[src/rtl/atm_pkg.sv]
// Shared ATM panel codes, also used by the ATM controller.
package atm_pkg;

    localparam int unsigned CARD_W    = 2;
    localparam int unsigned MENU_W    = 3;
    localparam int unsigned MENU_BTNS = 5;
    localparam int unsigned AMOUNT_W  = 4;

    typedef enum logic [CARD_W-1:0] {
        NO_CARD      = 2'b00,
        CARD_INVALID = 2'b01,
        CARD_VALID   = 2'b10
    } card_code_t;

    typedef enum logic [MENU_W-1:0] {
        MENU_NONE     = 3'b000,
        MENU_BALANCE  = 3'b001,
        MENU_RAPID    = 3'b010,
        MENU_WITHDRAW = 3'b011,
        MENU_DEPOSIT  = 3'b100,
        MENU_EXIT     = 3'b101
    } menu_code_t;

    typedef enum logic {
        ENC_IDLE,
        ENC_LOCKED
    } menu_state_t;

    // Lowest-index rising button wins.
    function automatic menu_code_t menu_encode(input logic [MENU_BTNS-1:0] rise);
        if (rise[0]) return MENU_BALANCE;
        if (rise[1]) return MENU_RAPID;
        if (rise[2]) return MENU_WITHDRAW;
        if (rise[3]) return MENU_DEPOSIT;
        if (rise[4]) return MENU_EXIT;
        return MENU_NONE;
    endfunction

endpackage

[src/rtl/panel_debounce.sv]
// One-bit two-flop synchronizer plus debouncer.
// Debouncing is built only when ATM_PANEL_DEBOUNCE_EN is defined; otherwise deb follows the synchronizer.
module panel_debounce
    import atm_pkg::*;
#(
    parameter int unsigned DB_LIMIT = 50000
) (
    input  logic clk,
    input  logic rst,
    input  logic raw,
    output logic deb
);

    localparam bit LIMIT_LEGAL = (DB_LIMIT >= 1) && (DB_LIMIT <= 65535);

    logic sync_s1;
    logic sync_s2;
    logic deb_r;

    always_ff @(posedge clk or posedge rst) begin
        if (rst) begin
            sync_s1 <= 1'b0;
            sync_s2 <= 1'b0;
        end else begin
            sync_s1 <= raw;
            sync_s2 <= sync_s1;
        end
    end

`ifdef ATM_PANEL_DEBOUNCE_EN
    localparam int unsigned CNT_W = 16;

    logic [CNT_W-1:0] cnt;

    // Any cycle of agreement restarts the count, rejecting glitches.
    always_ff @(posedge clk or posedge rst) begin
        if (rst) begin
            cnt   <= '0;
            deb_r <= 1'b0;
        end else if (sync_s2 == deb_r) begin
            cnt <= '0;
        end else if (cnt == CNT_W'(DB_LIMIT - 1)) begin
            deb_r <= sync_s2;
            cnt   <= '0;
        end else begin
            cnt <= cnt + CNT_W'(1);
        end
    end
`else
    assign deb_r = sync_s2;
`endif

    // An out-of-range limit holds the input inactive.
    assign deb = deb_r & LIMIT_LEGAL;

endmodule

[src/rtl/atm_panel_encoder.sv]
// ATM front-panel encoder: synchronizes and debounces panel inputs into card, menu and confirm codes.
// Debouncing is enabled by defining ATM_PANEL_DEBOUNCE_EN.
module atm_panel_encoder
    import atm_pkg::*;
#(
    parameter int unsigned DB_LIMIT = 50000
) (
    input  logic                 clk,
    input  logic                 rst,
    input  logic                 sw_card,
    input  logic                 sw_card_ok,
    input  logic [MENU_BTNS-1:0] btn_menu,
    input  logic                 btn_confirm,
    input  logic [AMOUNT_W-1:0]  sw_amount,
    output logic [CARD_W-1:0]    card_input,
    output logic [MENU_W-1:0]    menu_input,
    output logic                 confirm_btn,
    output logic [AMOUNT_W-1:0]  deposit_amount,
    output logic [2:0]           withdraw_amount
);

    localparam int unsigned N_CTL = MENU_BTNS + 3;

    logic [N_CTL-1:0]     raw_ctl;
    logic [N_CTL-1:0]     deb_ctl;
    logic                 deb_card;
    logic                 deb_card_ok;
    logic                 deb_confirm;
    logic [MENU_BTNS-1:0] deb_menu;
    logic [MENU_BTNS-1:0] menu_prev;
    logic [MENU_BTNS-1:0] menu_rise;
    logic                 confirm_prev;
    logic [AMOUNT_W-1:0]  amount_s1;
    menu_state_t          state;

    assign raw_ctl = {btn_confirm, btn_menu, sw_card_ok, sw_card};

    for (genvar i = 0; i < N_CTL; i++) begin : g_db
        panel_debounce #(.DB_LIMIT(DB_LIMIT)) u_db (
            .clk (clk),
            .rst (rst),
            .raw (raw_ctl[i]),
            .deb (deb_ctl[i])
        );
    end

    assign {deb_confirm, deb_menu, deb_card_ok, deb_card} = deb_ctl;
    assign menu_rise = deb_menu & ~menu_prev;

    // Amount switches are synchronized only.
    always_ff @(posedge clk or posedge rst) begin
        if (rst) begin
            amount_s1       <= '0;
            deposit_amount  <= '0;
            withdraw_amount <= '0;
        end else begin
            amount_s1       <= sw_amount;
            deposit_amount  <= amount_s1;
            withdraw_amount <= amount_s1[2:0];
        end
    end

    always_ff @(posedge clk or posedge rst) begin
        if (rst) begin
            card_input   <= NO_CARD;
            confirm_btn  <= 1'b0;
            confirm_prev <= 1'b0;
            menu_prev    <= '0;
        end else begin
            if (!deb_card)       card_input <= NO_CARD;
            else if (deb_card_ok) card_input <= CARD_VALID;
            else                 card_input <= CARD_INVALID;
            confirm_btn  <= deb_confirm & ~confirm_prev;
            confirm_prev <= deb_confirm;
            menu_prev    <= deb_menu;
        end
    end

    // One code per press; relock until every menu button is released.
    always_ff @(posedge clk or posedge rst) begin
        if (rst) begin
            state      <= ENC_IDLE;
            menu_input <= MENU_NONE;
        end else begin
            case (state)
                ENC_IDLE: begin
                    if (|menu_rise) begin
                        menu_input <= menu_encode(menu_rise);
                        state      <= ENC_LOCKED;
                    end else begin
                        menu_input <= MENU_NONE;
                    end
                end
                ENC_LOCKED: begin
                    menu_input <= MENU_NONE;
                    if (deb_menu == '0) state <= ENC_IDLE;
                end
                default: begin
                    menu_input <= MENU_NONE;
                    state      <= ENC_IDLE;
                end
            endcase
        end
    end

endmodule

[config.mk]
export PLATFORM = sky130hd
export DESIGN_NAME = atm_panel_encoder
export DESIGN_NICKNAME = d
export VERILOG_FILES = /design/src/rtl/atm_pkg.sv /design/src/rtl/panel_debounce.sv /design/src/rtl/atm_panel_encoder.sv
export SDC_FILE = /design/constraint.sdc
export NUM_CORES = 1
export LEC_CHECK = 0
export ABC_AREA = 1
export BUFFER_PORTS_ARGS = -buffer_cell sky130_fd_sc_hd__clkbuf_2
export CAP_MARGIN = 20
export CORE_UTILIZATION = 49
export CTS_CLUSTER_DIAMETER = 80
export DETAILED_ROUTE_END_ITERATION = 8
export PLACE_DENSITY = 0.75
export REMOVE_ABC_BUFFERS = 1
export SETUP_SLACK_MARGIN = 0.05
export SLEW_MARGIN = 10
export SYNTH_ARGS = -nofsm -noshare
export SYNTH_HDL_FRONTEND = slang
export SYNTH_SLANG_ARGS = --single-unit
[constraint.sdc]
create_clock -name clk -period 1.2 [get_ports clk]
set_input_delay 0.18 -clock clk [delete_from_list [all_inputs] [get_ports clk]]
set_output_delay 0.18 -clock clk [all_outputs]
set_load 0.02 [all_outputs]
Word level (Yosys, flattened, before mapping). Cells that the tools add are included.

Flip-flop bits (word level): 40. Logic and storage cells: 76. Output and inout bits: 13. Bits of input ports: 14.

Bitwise logic cells: 5. Reductions and logical operators: 2. Muxes and demuxes: 44.

Operator list (count): $mux 3 (13); $mux 1 (27); $pmux 3 s2 (1); $and 5x5->5 (1); $logic_not 5->1 (1); $not 5->5 (1); $reduce_or 5->1 (1); $mux 2 (2); $not 1->1 (2); $pmux 1 s2 (1); $and 1x1->1 (1).

Depth between registers and ports, before layout. Gate-level depths: netlist of run 1.

Depth in word-level cells: 30. Depth in mapped cells: 6. Depth with buffers taken out: 6.

Cells and area by module. A second synthesis of run 1 with hierarchy kept.

Cell total of the unflattened synthesis: 82. Area, all modules: 1127.3 um^2.

By module, submodules not included: atm_panel_encoder (seq. area each 525.5 um^2, instances 1, area each 696.9 um^2, cells each 58); panel_debounce (seq. area each 50.0 um^2, instances 8, area each 53.8 um^2, cells each 3).

Least setup slack after synthesis of run 1. No wires, ideal clock.

Path kind: register to register. Start: reg g_db[2].u_db.sync_s2. End: reg state. Data required time: 1.080 ns. Path buffers: 0. Arrival time: 0.713 ns. Path slack: 0.367 ns. Stages on the path, launching flop included: 5. Path through: dfrtp_1 > nand2_2 > nand3_1 > o21ai_1 > nand2_1.

Longest elaborated chain between the ends: 4.

RTL lines: from (decl) (line panel_debounce.sv:17) `logic sync_s2;`; from (signal assigned) (line panel_debounce.sv:26) `sync_s2 <= sync_s1;`; $and 5x5->5 (line atm_panel_encoder.sv:48) `assign menu_rise = deb_menu & ~menu_prev;`; $reduce_or 5->1 (line atm_panel_encoder.sv:87) `if (|menu_rise) begin`; $mux 1 (line atm_panel_encoder.sv:87); $pmux 1 s2 (*) (line atm_panel_encoder.sv:85) `case (state)`; to (signal assigned) (line atm_panel_encoder.sv:82) `state <= ENC_IDLE;`; to (signal assigned) (line atm_panel_encoder.sv:89) `state <= ENC_LOCKED;`; to (signal assigned) (line atm_panel_encoder.sv:96) `if (deb_menu == '0) state <= ENC_IDLE;`; to (decl) (line atm_panel_encoder.sv:34) `menu_state_t state;`.

Every way passes the cells marked *; elsewhere a longest branch is shown, timed or not.

Worst setup path in the final report of run 1.
Start: reg deposit_amount[2]. End: out deposit_amount[2].

RTL lines: from (decl) (line atm_panel_encoder.sv:18) `output logic [AMOUNT_W-1:0] deposit_amount,`; from (signal assigned) (line atm_panel_encoder.sv:58) `deposit_amount <= amount_s1;`.

No word-level cell between the ends.

==> out/results.ini, run 1 <==
[placement]
dp_cells = 125
portBuffers = 26
placed_cell_area_um2 = 1250
place_congestion = 0.796
hpwl_um = 895

[logic_synthesis]
synth.area.top_cells = dfrtp_1 (84%), inv_1 (3.4%), nand2_1 (3.1%), buf_4 (2.1%), nand2_2 (1.7%)
syn_area_um2 = 1100
ys_seq_elements = 37
syn_area_per_cell_um2 = 14.8
synth.largest_area_cell = dfrtp_1
netlist-cell-type-count = 11
ys_warn_count = 0
ys_seq_area_share_pct = 84.4
synthCells = 74
synth_top_area_share_pct = 84.4

[route]
drc_errors = 0
drtPass1Iterations = 3
first_iter_violations = 4
wirelength_mm = 1.35
via_count = 632
ant_nets = 0
viasPerCell = 4.33
wire_per_inst_um = 9.26

[sta]
tightest_slew_ps = 421
timing.fmax_mhz = 928
maxSlewViolCount = 0
skew_ps = 15.3
relSlewSlack_pct = 71.9
fin_crit_ps = 1080
fin_setup_tns_ps = 0
setup_viol_count_final = 0
rsz0062_at_grt = no
final_hold_viol_count = 0
period_share_pct = 89.8

[critical_path]
reg2reg_depth = 4
crit_required_ps = 1020
cpMaxStageDelayCell = dfrtp_1
max_stage_delay_ps = 400
worstSetupStartpoint = deposit_amount[2]
cp-start-kind = flop
setup.worst_path.end = deposit_amount[2]
worst-setup-path-type = flop to output pin
worst-path-max-fanout = 2
path_cells = clkbuf_2
worstSetupEndpointType = output pin
r2r-start = g_db[2].u_db.deb
critical_path_depth = 1
cp_num_buf_inv = 1
reg2reg_slack_ps = 280
crit_family = flip-flops
rr_endpoint = state
crit_arrival_ps = 900

[clocking]
ctsResizeCount = 0
cts_tree = yes
clk_pin_slew_ps = 110
cts_sinks = 37
postCtsSetupRepairBufs = 0
cts_buffers = 5
worstSkewPairLatency_ps = 330
cts_hold_buffers = 13
root_buffer = clkbuf_4
htree_num_levels = 2
cts_buffer_depth = 2

[grt]
antenna_found_initial = 0
grtUsageTotal_pct = 14.9
grt_overflow = 0
grt_pass1_wl_mm = 2.43
grt_pass1_vias = 609
grt_max_degree = 38

[hold_path]
hold_path.class = flop to flop

[floorplanning]
die_area_um2 = 2430
die_w_um = 49.3
coreArea_um2 = 2040
rows = 16
io_pins = 27
die_h_um = 49.3
start_util_pct = 53.7

[final_layout]
layoutNonFillerInstCount = 146
finalInstanceArea_um2 = 1440
layout.nets = 132
num_antenna_cells = 0
drive_gt1_share_pct = 33.6
area_delta_synth_final_pct = 31.4
final_common_cell = dfrtp_1
final_cell_mix = dfrtp_1 (37), clkbuf_2 (26), dlygate4sd3_1 (13)

[run]
drv_cap = 0

[power]
power_density_nw_per_um2 = 1550
p_leak_uw = 0.000756
irDropWorstVdd_v = 0.00103

[outcome]
outcome = finished, final reports clean

flip-flops by register name (all words and copies together) (netlist names):
name	count
confirm_prev	1
g_db.u_db.sync_s1	8
g_db.u_db.deb	8
menu_prev	5
withdraw_amount	2
menu_input	3
state	1
deposit_amount	2
card_input	2
amount_s1	4
confirm_btn	1
final cells by class:
class | count | area, um2
Clock inverter | 2 | 13.8
Clock buffer | 6 | 51.3
Tap cell | 27 | 33.8
Timing Repair Buffer | 40 | 268
Multi-Input combinational cell | 24 | 111
Sequential cell | 37 | 926
Inverter | 10 | 37.5
Fill cell | 155 | 601
stage by stage:
stage	power, uW	setup WS (ps)	hold WS, ps	util [%]
global route	2360	72.0	357	70.6
CTS	2280	95.5	355	70.6
global placement	1560	349	273	61.0
finish	2240	123	350	70.6
floorplan	1500	187	211	-
detailed placement	1580	305	285	61.0
cells by family after synthesis:
logic type      Yosys count  share of synthesized area (%)
buf+inv                  13                           5.47
simple gates             20                           7.98
flops                    37                           84.4
compound gates            4                           2.17
report_power, final:
group	switching [uW]	leakage, uW	internal [uW]
Sequential	35.8	0.000439	1330
Clock	372	0.0000382	285
Combinational	127	0.000279	91.5
cells in the mapped netlist (all sizes together):
library cell  number
a21oi              2
buf                3
dfrtp             37
inv               10
nand2             12
nand3              2
nor2               6
o21ai              2
how the worst min path moves through the flow:
stage / from / endpoint / slack (ps) / depth (start not counted)
final: amount_s1[2] / deposit_amount[2] / 350 / 0
after global routing: amount_s1[2] / deposit_amount[2] / 360 / 0
after CTS: amount_s1[2] / deposit_amount[2] / 360 / 0
after detailed placement: rst / card_input[1] / 280 / 3
after global placement: rst / confirm_btn / 270 / 3
after floorplan: sw_amount[0] / amount_s1[0] / 210 / 0
per-layer routing:
layer	share of wire, %	routed length (um)	track usage, %
met1	39	534	13.3
met2	54	726	25.3
met3	4.6	62	6.54
met4	2.1	28	12.3
met5	0	0	0
(Power assumes the default switching activity.)
==> inputs of run 2 (changes only) <==
CAP_MARGIN = unset   (was 20)
CORE_UTILIZATION = 50   (was 49)
PLACE_DENSITY = 0.76   (was 0.75)
SYNTH_HIERARCHICAL = 1   (was unset)
==> run 2 against run 1 <==
Against the previous run: utilization increased by 1.3 points; via count is 4.3% higher; global-route usage barely moved; critical path depth did not move; critical path type unchanged; largest power group unchanged.
==> out/results.ini, run 2 <==
[final_layout]
drive_gt1_share_pct = 31.5
finalInstanceArea_um2 = 1470
finish.utilization_pct = 71.9
layout.nets = 140
num_antenna_cells = 0
area_delta_synth_final_pct = 30.3
final_common_cell = dfrtp_1
num-fill-cells = 145
final_cell_mix = dfrtp_1 (37), clkbuf_2 (26), inv_1 (18)
layoutNonFillerInstCount = 154

[logic_synthesis]
yosysMostFrequentCell = dfrtp_1
netlist-cell-type-count = 11
synth_edf_count = 0
synth_top_area_share_pct = 82.1
synth.area.top_cells = dfrtp_1 (82%), inv_1 (6.0%), nand2_1 (3.0%), buf_4 (2.0%), nand2_2 (1.7%)
ys_seq_elements = 37
synthTopCellsByCount = dfrtp_1 (37), inv_1 (18), nand2_1 (9), nor2_1 (5)
ys_seq_area_share_pct = 82.1
synth_ff_type = dfrtp_1
synth-async-reset-ratio_pct = 100
syn_area_per_cell_um2 = 13.7
syn_area_um2 = 1130
ys_warn_count = 6
synth.largest_area_cell = dfrtp_1
synthCells = 82

[grt]
grt_max_degree = 22
grt_pass1_vias = 650
grt_pass1_wl_mm = 2.55
grtUsageTotal_pct = 14.9
antenna_found_initial = 0
grt_overflow = 0

[hold_path]
hold_path.class = input pin to async pin

[clocking]
cts_tree = yes
clk_pin_slew_ps = 120
postCtsSetupRepairBufs = 0
root_buffer = clkbuf_4
cts_sinks = 37
cts_buffer_depth = 2
htree_num_levels = 2
cts_buffers = 5
worstSkewPairLatency_ps = 330

[sta]
rsz0062_at_grt = no
maxSlewViolCount = 0
final_hold_viol_count = 0
fin_crit_ps = 1040
relSlewSlack_pct = 83.7
setup_viol_count_final = 0
tightest_slew_ps = 245
fin_setup_tns_ps = 0
period_share_pct = 86.8
timing.fmax_mhz = 960
skew_ps = 13.2

[power]
p_leak_uw = 0.000793
sw_frac_of_total_pct = 25.5
p_sw_uw = 569
combPwrFrac_pct = 9.9
irDropWorstVdd_v = 0.00108
seqPwrFrac_pct = 61.2
power_density_nw_per_um2 = 1520
totalPowerFinal_uw = 2230
p_int_uw = 1660
p_clk_share_pct = 28.8

[critical_path]
crit_required_ps = 1020
worstSetupEndpointType = output pin
cpMaxStageDelayCell = dfrtp_1
path_cells = clkbuf_2
crit_family = flip-flops
cp_num_buf_inv = 1
worst-setup-path-type = flop to output pin
crit_arrival_ps = 860
max_stage_delay_ps = 390
cp-start-kind = flop
worst-path-max-fanout = 2

[floorplanning]
die_area_um2 = 2450
coreArea_um2 = 2040
rows = 16
die_h_um = 49.5
die_w_um = 49.5
io_pins = 27
start_util_pct = 55.2

[route]
wire_per_inst_um = 9.32
met3_length_um = 100
drtPass1Iterations = 3
first_iter_violations = 4
m1WireLength_um = 550
routed.top_layer = met3
wirelength_mm = 1.44
ant_nets = 0
drc_errors = 0
via_count = 659
viasPerCell = 4.28
wl_met2_um = 784

[placement]
placed_cell_area_um2 = 1280
dp_cells = 133
place_congestion = 0.828
hpwl_um = 942
portBuffers = 26

[outcome]
outcome = finished, final reports clean

[run]
drv_cap = 0

==> run 2: changes by cell type in the layout (fill, tap and decap cells not counted) <==
cell,before,now
clkinv_2,1,0
clkinvlp_4,0,1
inv_6,0,1
inv_1,10,18
clkbuf_8,1,0
==> run 2: layout make-up <==
cell class	count	area [um2]	area share, %
inverters	18	67.6	4.60
clock buffers	5	37.5	2.56
multi-input cells	24	111	7.58
flip-flops and latches	37	926	63.0
well taps	27	33.8	2.30
clock inverters	3	25.0	1.70
repair buffers	40	268	18.2
==> run 2: path summary, 6_finish.rpt <==
| path | startpoint | end | slack [ps] | depth (start not counted) |
|---|---|---|---|---|
| max | withdraw_amount[0] | deposit_amount[0] | 160 | 1 |
| min | rst | g_db[3].u_db/deb | 310 | 3 |
| max reg2reg | g_db[2].u_db/deb | state | 270 | 4 |
| min reg2reg | g_db[3].u_db/sync_s1 | g_db[3].u_db/deb | 350 | 0 |
| max in group asynchronous | rst | state | 500 | 4 |
| min in group clk | g_db[3].u_db/sync_s1 | g_db[3].u_db/deb | 350 | 0 |
==> run 2: power by group through the flow <==
stage / clock network (uW) / registers (uW) / logic (uW)
detailed placement: 0 / 1390 / 191
global route: 736 / 1370 / 247
global placement: 0 / 1380 / 185
floorplan: 0 / 1420 / 80.0
CTS: 665 / 1370 / 223
finish: 642 / 1360 / 221
==> run 2: cells by family (layout without fill, tap and decap cells) <==
group                  Yosys count  in the layout  share of synthesized area (%)
AOI/OAI and AO/OA                4              4                           2.11
buffers and inverters           21             66                           7.99
and+or+nand+nor                 20             20                           7.77
DFF                             37             37                           82.1
==> run 2: metrics by stage <==
step	hold slack, ps	worst slack [ps]
after CTS	298	141
after global routing	323	97.6
after floorplan	-78.8	366
after detailed placement	122	292
after global placement	128	353
final	311	158
==> run 2: repair_timing <==
item | CTS | global route
endpoints found under the hold margin | 49 | 0
resized for setup | 0 | 0
hold buffers | 13 | 0
==> run 2: metal layers <==
metal / track usage, % / vias to the layer above
li1: - / 320
met1: 14.8 / 313
met2: 26.3 / 26
met3: 6.48 / 0
met4: 7.62 / 0
met5: 0 / -
